[config.mk]
export PLATFORM = sky130hd
export DESIGN_NAME = hazard_ctrl_flat
export DESIGN_NICKNAME = d
export VERILOG_FILES = /design/src/rtl/hazard_ctrl_if.sv /design/src/rtl/hazard_ctrl.sv /design/src/flat_wrapper.sv
export SDC_FILE = /design/constraint.sdc
export NUM_CORES = 1
export LEC_CHECK = 0
export ABC_AREA = 1
export CORE_ASPECT_RATIO = 0.5
export CORE_MARGIN = 2
export CORE_UTILIZATION = 30
export CTS_CLUSTER_DIAMETER = 80
export DETAILED_ROUTE_END_ITERATION = 10
export GPL_TIMING_DRIVEN = 0
export PLACE_DENSITY_LB_ADDON = 0.08
export SLEW_MARGIN = 20
export SYNTH_ARGS = -nofsm -noshare
export SYNTH_HDL_FRONTEND = slang
export SYNTH_SLANG_ARGS = --single-unit
[constraint.sdc]
create_clock -name CLK -period 2 [get_ports CLK]
set_clock_uncertainty 0.15 [all_clocks]
set_input_delay 0.4 -clock CLK [delete_from_list [all_inputs] [get_ports CLK]]
set_output_delay 0.4 -clock CLK [all_outputs]
set_load 0.02 [all_outputs]
[src/rtl/hazard_ctrl_if.sv]
// Hazard unit bus: pipeline register fields in, stall/flush/forward controls out.
// Latency: pure wiring, no state.
// Backpressure: none; stalls are the backpressure the core sees.
interface hazard_ctrl_if #(
  parameter int CNT_W = 16
);
  // decode/execute/memory/writeback register indices
  logic [4:0]       RS1D;
  logic [4:0]       RS2D;
  logic [4:0]       RS1E;
  logic [4:0]       RS2E;
  logic [4:0]       RdE;
  logic [4:0]       RdM;
  logic [4:0]       RdW;
  // pipeline qualifiers
  logic             LoadE;
  logic             RegWriteM;
  logic             RegWriteW;
  logic             PCSrcE;
  logic             MemReqM;
  logic             MemAckM;
  logic             CntClr;
  // controls back to the pipeline
  logic             StallF;
  logic             StallD;
  logic             StallE;
  logic             StallM;
  logic             FlushD;
  logic             FlushE;
  logic [1:0]       ForwardAE;
  logic [1:0]       ForwardBE;
  logic             MemErr;
  logic [CNT_W-1:0] StallCnt;

  // pipeline side drives indices and qualifiers, samples controls
  modport master (
    output RS1D, RS2D, RS1E, RS2E, RdE, RdM, RdW,
    output LoadE, RegWriteM, RegWriteW, PCSrcE, MemReqM, MemAckM, CntClr,
    input  StallF, StallD, StallE, StallM, FlushD, FlushE,
    input  ForwardAE, ForwardBE, MemErr, StallCnt
  );

  // hazard unit side
  modport slave (
    input  RS1D, RS2D, RS1E, RS2E, RdE, RdM, RdW,
    input  LoadE, RegWriteM, RegWriteW, PCSrcE, MemReqM, MemAckM, CntClr,
    output StallF, StallD, StallE, StallM, FlushD, FlushE,
    output ForwardAE, ForwardBE, MemErr, StallCnt
  );
endinterface

[src/rtl/hazard_ctrl.sv]
// Hazard/flow control for the 5-stage core: stalls, flushes, forwarding, memory-wait FSM.
// Latency: controls combinational from state+inputs; MemErr and StallCnt registered (1 cycle).
// Backpressure: a memory wait freezes F/D/E/M; branch/load-use actions resume after release.
module hazard_ctrl #(
  parameter int TIMEOUT = 16,
  parameter int CNT_W   = 16
) (
  input  logic         CLK,
  input  logic         RST,
  hazard_ctrl_if.slave bus
);

  typedef enum logic {
    IDLE     = 1'b0,
    MEM_WAIT = 1'b1
  } state_t;

  // the wait counter is sized for the widest legal TIMEOUT
  localparam logic [15:0] WAIT_LAST = 16'(TIMEOUT - 1);

  state_t           state;
  logic [15:0]      wait_cnt;
  logic             run;
  logic             mem_err;
  logic [CNT_W-1:0] stall_cnt;

  logic             timeout;
  logic             memwait;
  logic             lw;
  logic             stall_f;
  logic             stall_d;
  logic             stall_e;
  logic             stall_m;
  logic             flush_d;
  logic             flush_e;
  logic [1:0]       fwd_a;
  logic [1:0]       fwd_b;

  // M-stage result wins over W-stage; x0 is hardwired zero so never forwarded
  function automatic logic [1:0] fwd_sel(
    input logic [4:0] rs,
    input logic       reg_write_m,
    input logic [4:0] rd_m,
    input logic       reg_write_w,
    input logic [4:0] rd_w
  );
    if (reg_write_m && (rd_m != 5'd0) && (rd_m == rs))
      return 2'b10;
    else if (reg_write_w && (rd_w != 5'd0) && (rd_w == rs))
      return 2'b01;
    else
      return 2'b00;
  endfunction

  // timeout fires on the last permitted wait cycle; memwait is the live stall request
  always_comb begin
    timeout = (state == MEM_WAIT) && !bus.MemAckM && (wait_cnt == WAIT_LAST);
    memwait = run && (((state == IDLE) && bus.MemReqM && !bus.MemAckM) ||
                      ((state == MEM_WAIT) && !bus.MemAckM && !timeout));
    lw      = bus.LoadE && (bus.RdE != 5'd0) &&
              ((bus.RdE == bus.RS1D) || (bus.RdE == bus.RS2D));
  end

  // stall/flush priority: memory wait, then taken branch, then load-use
  always_comb begin
    stall_f = 1'b0;
    stall_d = 1'b0;
    stall_e = 1'b0;
    stall_m = 1'b0;
    flush_d = 1'b0;
    flush_e = 1'b0;
    fwd_a   = 2'b00;
    fwd_b   = 2'b00;
    if (run) begin
      fwd_a = fwd_sel(bus.RS1E, bus.RegWriteM, bus.RdM, bus.RegWriteW, bus.RdW);
      fwd_b = fwd_sel(bus.RS2E, bus.RegWriteM, bus.RdM, bus.RegWriteW, bus.RdW);
      if (memwait) begin
        // freeze everything; a pending branch or load-use is simply re-seen after release
        stall_f = 1'b1;
        stall_d = 1'b1;
        stall_e = 1'b1;
        stall_m = 1'b1;
      end else if (bus.PCSrcE) begin
        // decode instruction is discarded, so a load-use against it is moot
        flush_d = 1'b1;
        flush_e = 1'b1;
      end else if (lw) begin
        stall_f = 1'b1;
        stall_d = 1'b1;
        flush_e = 1'b1;
      end
    end
  end

  // run qualifier: keeps controls quiet until the first edge after reset release
  always_ff @(posedge CLK or negedge RST) begin
    if (!RST)
      run <= 1'b0;
    else
      run <= 1'b1;
  end

  // memory-wait FSM with timeout; MemErr is a registered one-cycle pulse
  always_ff @(posedge CLK or negedge RST) begin
    if (!RST) begin
      state    <= IDLE;
      wait_cnt <= 16'd0;
      mem_err  <= 1'b0;
    end else begin
      mem_err <= 1'b0;
      if (run) begin
        case (state)
          IDLE: begin
            if (bus.MemReqM && !bus.MemAckM) begin
              state    <= MEM_WAIT;
              wait_cnt <= 16'd1;
            end
          end
          MEM_WAIT: begin
            if (bus.MemAckM) begin
              state    <= IDLE;
              wait_cnt <= 16'd0;
            end else if (timeout) begin
              state    <= IDLE;
              wait_cnt <= 16'd0;
              mem_err  <= 1'b1;
            end else begin
              wait_cnt <= wait_cnt + 16'd1;
            end
          end
        endcase
      end
    end
  end

  // saturating count of fetch-stall cycles; clear beats increment
  always_ff @(posedge CLK or negedge RST) begin
    if (!RST)
      stall_cnt <= '0;
    else if (bus.CntClr)
      stall_cnt <= '0;
    else if (stall_f && (stall_cnt != {CNT_W{1'b1}}))
      stall_cnt <= stall_cnt + CNT_W'(1);
  end

  assign bus.StallF    = stall_f;
  assign bus.StallD    = stall_d;
  assign bus.StallE    = stall_e;
  assign bus.StallM    = stall_m;
  assign bus.FlushD    = flush_d;
  assign bus.FlushE    = flush_e;
  assign bus.ForwardAE = fwd_a;
  assign bus.ForwardBE = fwd_b;
  assign bus.MemErr    = mem_err;
  assign bus.StallCnt  = stall_cnt;

endmodule

[src/flat_wrapper.sv]
// flat-port wrapper written by rule: the top's interface ports become plain ports
module hazard_ctrl_flat 
#(
  parameter int TIMEOUT = 16,
  parameter int CNT_W   = 16
)
  (CLK, RST, bus_RS1D, bus_RS2D, bus_RS1E, bus_RS2E, bus_RdE, bus_RdM, bus_RdW, bus_LoadE, bus_RegWriteM, bus_RegWriteW, bus_PCSrcE, bus_MemReqM, bus_MemAckM, bus_CntClr, bus_StallF, bus_StallD, bus_StallE, bus_StallM, bus_FlushD, bus_FlushE, bus_ForwardAE, bus_ForwardBE, bus_MemErr, bus_StallCnt);
  hazard_ctrl_if #(.CNT_W(CNT_W)) bus_i ();
  input  logic CLK;
  input  logic RST;
  input wire logic [$bits(bus_i.RS1D)-1:0] bus_RS1D;
  input wire logic [$bits(bus_i.RS2D)-1:0] bus_RS2D;
  input wire logic [$bits(bus_i.RS1E)-1:0] bus_RS1E;
  input wire logic [$bits(bus_i.RS2E)-1:0] bus_RS2E;
  input wire logic [$bits(bus_i.RdE)-1:0] bus_RdE;
  input wire logic [$bits(bus_i.RdM)-1:0] bus_RdM;
  input wire logic [$bits(bus_i.RdW)-1:0] bus_RdW;
  input wire logic [$bits(bus_i.LoadE)-1:0] bus_LoadE;
  input wire logic [$bits(bus_i.RegWriteM)-1:0] bus_RegWriteM;
  input wire logic [$bits(bus_i.RegWriteW)-1:0] bus_RegWriteW;
  input wire logic [$bits(bus_i.PCSrcE)-1:0] bus_PCSrcE;
  input wire logic [$bits(bus_i.MemReqM)-1:0] bus_MemReqM;
  input wire logic [$bits(bus_i.MemAckM)-1:0] bus_MemAckM;
  input wire logic [$bits(bus_i.CntClr)-1:0] bus_CntClr;
  output wire logic [$bits(bus_i.StallF)-1:0] bus_StallF;
  output wire logic [$bits(bus_i.StallD)-1:0] bus_StallD;
  output wire logic [$bits(bus_i.StallE)-1:0] bus_StallE;
  output wire logic [$bits(bus_i.StallM)-1:0] bus_StallM;
  output wire logic [$bits(bus_i.FlushD)-1:0] bus_FlushD;
  output wire logic [$bits(bus_i.FlushE)-1:0] bus_FlushE;
  output wire logic [$bits(bus_i.ForwardAE)-1:0] bus_ForwardAE;
  output wire logic [$bits(bus_i.ForwardBE)-1:0] bus_ForwardBE;
  output wire logic [$bits(bus_i.MemErr)-1:0] bus_MemErr;
  output wire logic [$bits(bus_i.StallCnt)-1:0] bus_StallCnt;
  assign bus_i.RS1D = bus_RS1D;
  assign bus_i.RS2D = bus_RS2D;
  assign bus_i.RS1E = bus_RS1E;
  assign bus_i.RS2E = bus_RS2E;
  assign bus_i.RdE = bus_RdE;
  assign bus_i.RdM = bus_RdM;
  assign bus_i.RdW = bus_RdW;
  assign bus_i.LoadE = bus_LoadE;
  assign bus_i.RegWriteM = bus_RegWriteM;
  assign bus_i.RegWriteW = bus_RegWriteW;
  assign bus_i.PCSrcE = bus_PCSrcE;
  assign bus_i.MemReqM = bus_MemReqM;
  assign bus_i.MemAckM = bus_MemAckM;
  assign bus_i.CntClr = bus_CntClr;
  assign bus_StallF = bus_i.StallF;
  assign bus_StallD = bus_i.StallD;
  assign bus_StallE = bus_i.StallE;
  assign bus_StallM = bus_i.StallM;
  assign bus_FlushD = bus_i.FlushD;
  assign bus_FlushE = bus_i.FlushE;
  assign bus_ForwardAE = bus_i.ForwardAE;
  assign bus_ForwardBE = bus_i.ForwardBE;
  assign bus_MemErr = bus_i.MemErr;
  assign bus_StallCnt = bus_i.StallCnt;
  hazard_ctrl #(.TIMEOUT(TIMEOUT), .CNT_W(CNT_W)) u_core (.CLK(CLK), .RST(RST), .bus(bus_i));
endmodule
== Word-level counts from Yosys, hierarchy flattened ==
Cells that the tools add are included.

* Bits in registers: 35
* Input port bits: 44
* Output and inout bits: 27
* Logic and storage cells: 74

* $add $sub $neg: 2
* Equality and inequality tests: 9
* Muxes and demuxes: 32
* Bitwise logic cells: 1
* Reductions and logical operators: 25

{| class="wikitable"
|+ Operators by type and width
! cell !! count
|-
| two-way mux 16 bit || 5
|-
| adder 16 x 1 -> 16 bit (second input constant) || 2
|-
| one-hot mux 16 bit (2 select lines) || 1
|-
| == test 5 bit || 6
|-
| two-way mux 1 bit || 21
|-
| == test 16 x 4 -> 1 bit (second input constant) || 1
|-
| logical AND 1 bit || 16
|-
| != test 16 bit (second input constant) || 1
|-
| nonzero test 5 bit || 3
|-
| two-way mux 2 bit || 4
|-
| logical NOT 1 bit || 2
|-
| logical OR 1 bit || 2
|-
| != test 2 bit (second input constant) || 1
|-
| one-hot mux 1 bit (2 select lines) || 1
|-
| AND reduction 2 bit || 1
|-
| nonzero test 2 bit || 1
|-
| NOT 1 bit || 1
|}

== Longest topological paths before layout ==
* Depth after elaboration: 12
* Mapped depth: 12
* Gate-level depth less buffers: 11

== Worst setup path after synthesis ==
OpenSTA, ideal clock, no wires.

* Path type: reg2out
* Start point: reg u_core.wait_cnt[0]
* End point: out bus_StallF
* Arrival time: 1.550 ns
* Required time: 1.450 ns
* Path slack: -0.100 ns
* Cell stages (with the launch flop): 11
* Buffers on the path: 2
* Path through: dfrtp_1 -> ha_1 -> nand3_1 -> nor2_1 -> nand2_1 -> nand2_2 -> nand2_1 -> nand2_2 -> nand2_4 -> buf_4 -> buf_4

* Cells in the longest elaborated chain, start to end: 8

{| class="wikitable"
|+ Ends and longest elaborated chain
! item !! line !! RTL
|-
| from (decl) || hazard_ctrl.sv:22 || <nowiki>logic [15:0] wait_cnt;</nowiki>
|-
| from (signal assigned) || hazard_ctrl.sv:128 || <nowiki>wait_cnt <= wait_cnt + 16'd1;</nowiki>
|-
| == test 16 x 4 -> 1 bit || hazard_ctrl.sv:57 || <nowiki>timeout = (state == MEM_WAIT) && !bus.MemAckM && (wait_cnt == WAIT_LAST);</nowiki>
|-
| logical AND 1 bit || hazard_ctrl.sv:57 ||
|-
| logical NOT 1 bit || hazard_ctrl.sv:59 || <nowiki>((state == MEM_WAIT) && !bus.MemAckM && !timeout));</nowiki>
|-
| logical AND 1 bit || hazard_ctrl.sv:59 ||
|-
| logical OR 1 bit || hazard_ctrl.sv:58 || <nowiki>memwait = run && (((state == IDLE) && bus.MemReqM && !bus.MemAckM) ||</nowiki>
|-
| logical AND 1 bit || hazard_ctrl.sv:58 ||
|-
| two-way mux 1 bit (2 in series) || -- ||
|-
| to (decl) || flat_wrapper.sv:25 || <nowiki>output wire logic [$bits(bus_i.StallF)-1:0] bus_StallF;</nowiki>
|}

No other way between the ends.

== Final worst setup path ==
* Start point: reg u_core.wait_cnt[6]
* End point: out bus_StallF

* Cells in the longest elaborated chain, start to end: 8

{| class="wikitable"
|+ Ends and longest elaborated chain
! item !! line !! RTL
|-
| == test 16 x 4 -> 1 bit || hazard_ctrl.sv:57 ||
|-
| logical AND 1 bit || hazard_ctrl.sv:57 ||
|-
| logical NOT 1 bit || hazard_ctrl.sv:59 ||
|-
| logical AND 1 bit || hazard_ctrl.sv:59 ||
|-
| logical OR 1 bit || hazard_ctrl.sv:58 ||
|-
| logical AND 1 bit || hazard_ctrl.sv:58 ||
|-
| two-way mux 1 bit || hazard_ctrl.sv:77 || <nowiki>if (memwait) begin</nowiki>
|-
| two-way mux 1 bit || hazard_ctrl.sv:74 || <nowiki>if (run) begin</nowiki>
|}

No other way between the ends.

==> impl_metrics.csv <==
group,metric,value,unit
status,outcome,"finished with violations",
status,failed_checks,"negative setup slack",
floorplan,initial_core_util,30.9,%
grt,gr-total-overflow,0,
route,drc_errors,0,
power_and_ir_drop,p_leak,2.17,nW
floorplan,fp.dieH,71.1,microns
grt,grt_pass1_wl,13200,microns
worst_setup_path,reg2reg_depth,13,
clocking,tritoncts,"yes",
cells_and_area,nets,550,
power_and_ir_drop,p_per_area,491,mW/mm^2
clocking,cts-htree-levels,2,
worst_setup_path,endpoint_kind,"output port",
cells_and_area,antenna_cells,0,
worst_setup_path,rr_endpoint,"u_core.bus.StallCnt[1]",
place,portBuffers,70,
floorplan,boundaryPins,71,
worst_setup_path,arrival,1.80,ns
route,drtIter0Drc,166,
sta,maxSlewViolCount,0,
sta,slew_headroom,66.3,%
sta,fin_crit,2.35,ns
clocking,ctsRootBufferMaster,"clkbuf_16",
sta,fmax,425,MHz
synthesis,yosysWarnings,0,
route,viasPerCell,4.60,
synthesis,synthCells,391,
power_and_ir_drop,peakVddDrop,256,uV
min_path,min_path_type,"input port to register",
clocking,insertion_delay,0.29,ns
sta,worst_slew_pin_slew,0.505,ns
job,cap_viol_max_count,0,
worst_setup_path,start_kind,"register",
grt,grt_max_degree,21,
cells_and_area,fin_cells,622,
worst_setup_path,r2r_start,"u_core.wait_cnt[1]",
worst_setup_path,crit_type,"register to output port",
worst_setup_path,crit_start,"u_core.wait_cnt[6]",
sta,period_share,118,%
clocking,cts_buffers,5,
worst_setup_path,path_max_fanout,4,
sta,hold_viol,0,
synthesis,avgSynthCellArea,6.91,sq um
floorplan,dieArea,0.00982,sq mm
sta,hold_ws,0.384,ns
sta,grt_setup_unrepaired,"true",
grt,grt_antenna_before_repair,0,
route,via_count,2861,
worst_setup_path,regToRegSetupSlack,0.08,ns
floorplan,die_w,138,microns
cells_and_area,syn_to_final_growth,57.1,%
worst_setup_path,crit_top_cell,"nand2_4",
synthesis,synthesis.nets,437,
worst_setup_path,crit_required,1.45,ns
worst_setup_path,cp_slowest_stage_delay,0.39,ns
sta,layout_setup_ws,-0.350,ns
grt,grt_pass1_vias,2769,
synthesis,synth-seq-area-share,32.4,%
synthesis,syn_area,0.00270,sq mm
clocking,numClockSinks,35,
worst_setup_path,worstPathCellList,"nor2_1 > nand3_1 > nor2_2 > nand2_1 > nand2_2 > nand2_4 > nand2_4 > nand2_4 > buf_8 > buf_6 > buf_6",
place,post-place-cells,579,
clocking,clk_path_buf_depth,2,
synthesis,ys_seq_elements,35,
sta,finalSetupViolCount,6,
grt,grt_usage,16.5,%
clocking,path_clk_slew,0.06,ns
worst_setup_path,crit_slowest_cell,"dfrtp_1",
cells_and_area,nFillCells,919,
cells_and_area,drive_gt1_share,26.5,%
place,gp_congestion,0.828,
route,routedWlPerCell,12.5,microns
route,final_antenna_net_count,0,
worst_setup_path,crit_end,"bus_StallF",
synthesis,synth.distinct_cells,35,
route,firstDrtPassIters,5,
route,totalWireLength,7770,microns
floorplan,core_area,0.00874,sq mm
floorplan,rows,24,
place,hpwl,5590,microns
-- worst max-delay path, delay by kind of cell, from the launching register on --
| kind | cells | cell delay [ns] |
|---|---|---|
| buf+inv | 3 | 0.35 |
| flops | 1 | 0.39 |
| simple gates | 8 | 0.77 |
-- report_power, final --
part           total [W]  switching (W)  internal (W)
logic           0.000487       0.000253      0.000234
registers       0.000747      0.0000219      0.000725
clock network   0.000847       0.000317      0.000530
total            0.00208       0.000592       0.00149
-- placed cells by master, fill, tap and decap left out, types with 5 or more instances in the layout --
cell	instances
clkbuf_16	5
buf_4	36
nor2_1	36
clkdlybuf4s50_1	21
buf_2	6
nand4_1	23
dlymetal6s2s_1	6
xnor2_1	7
nand3_1	37
dfrtp_1	34
nand2_1	80
clkbuf_2	6
a21oi_1	9
dlygate4sd2_1	11
nand2_4	5
inv_2	8
inv_1	51
buf_8	5
xor2_1	21
nor3_1	9
buf_6	16
nand3_2	7
o21ai_0	12
-- per-layer routing --
layer	vias up	GRT usage, %	share of wire, %
met5	-	0	0
li1	1496	-	-
met4	0	4.20	1.0
met3	7	5.01	6.6
met2	77	27.6	45
met1	1281	21.3	48
-- metrics by stage --
step	TNS [ns]	total power (W)	instance area, sq um	util [%]	worst slack, ns
3_3_place_gp	-35.68	0.00114	3550	40.7	-1.08
2_1_floorplan	-0.0821	0.000939	2710	-	-0.0457
6_report	-1.42	0.00208	4240	48.6	-0.350
4_1_cts	-1.62	0.00204	4050	46.3	-0.321
5_1_grt	-3.09	0.00219	4240	48.6	-0.439
3_5_place_dp	-16.61	0.00114	3580	40.9	-1.09
-- worst min-delay path by stage --
stage | cells after the start | start | slack, ns | end
4_1_cts | 2 | bus_MemAckM | 0.36 | u_core.bus.MemErr
5_1_grt | 2 | bus_MemAckM | 0.41 | u_core.bus.MemErr
2_1_floorplan | 0 | RST | -0.05 | u_core.bus.MemErr
6_report | 2 | bus_MemAckM | 0.38 | u_core.bus.MemErr
3_3_place_gp | 2 | u_core.wait_cnt[1] | 0.36 | u_core.wait_cnt[1]
3_5_place_dp | 1 | RST | 0.22 | u_core.wait_cnt[3]
-- state kept, by name, summed over array words and instances, names as in the netlist --
register and count:
u_core.bus.MemErr 1, u_core.state 1, u_core.bus.StallCnt 16, u_core.run 1, u_core.wait_cnt 16
-- what timing repair did --
action / CTS / global route
setup endpoints to repair: 35 / 33
hold buffers: 1 / 0
endpoints found under the hold margin: 15 / 0
cloned: 0 / 0
pin swaps: 34 / 33
setup buffers: 31 / 9
gates resized for setup: 160 / 68
-- cell usage after synthesis --
library cell / number / area share [%]
a21oi_1: 10 / 1.9
a21oi_2: 1 / 0.32
a31o_2: 1 / 0.32
a31oi_1: 1 / 0.23
buf_2: 4 / 0.74
buf_4: 3 / 0.83
buf_6: 1 / 0.42
clkbuf_1: 2 / 0.28
conb_1: 1 / 0.14
dfrtp_1: 35 / 32
ha_1: 2 / 0.93
inv_1: 58 / 8.1
inv_2: 3 / 0.42
nand2_1: 83 / 12
nand2_2: 2 / 0.46
nand2_4: 2 / 0.83
nand3_1: 44 / 8.2
nand3_2: 1 / 0.37
nand3_4: 1 / 0.65
nand4_1: 23 / 5.3
nand4_4: 1 / 0.79
nor2_1: 38 / 5.3
nor2_2: 2 / 0.46
nor2_4: 2 / 0.83
nor3_1: 10 / 1.9
nor3_2: 1 / 0.37
nor4_1: 5 / 1.2
o21a_1: 1 / 0.28
o21ai_0: 15 / 2.8
o21ai_1: 1 / 0.19
o21bai_1: 1 / 0.28
o41ai_1: 1 / 0.32
or2_2: 3 / 0.70
xnor2_1: 10 / 3.2
xor2_1: 22 / 7.1
-- final cells by class --
class / instances / area, sq um / area share [%]
multi-input combinational: 285 / 1760 / 41.4
timing repair buffer: 106 / 981 / 23.1
sequential: 35 / 877 / 20.7
inverter: 61 / 234 / 5.51
clock buffer: 7 / 153 / 3.60
tap: 117 / 146 / 3.45
buffer: 10 / 88.8 / 2.09
clock inverter: 1 / 7.51 / 0.177
-- kinds of logic after synthesis --
group	synth area share (%)
AOI/OAI and AO/OA	6.58
xor gates and xnor gates	10.4
adders and majority gates	0.927
buffers and inverters	10.8
DFF	32.4
other	0.139
and+or+nand+nor	38.8
Power figures use the tool's default switching activity.
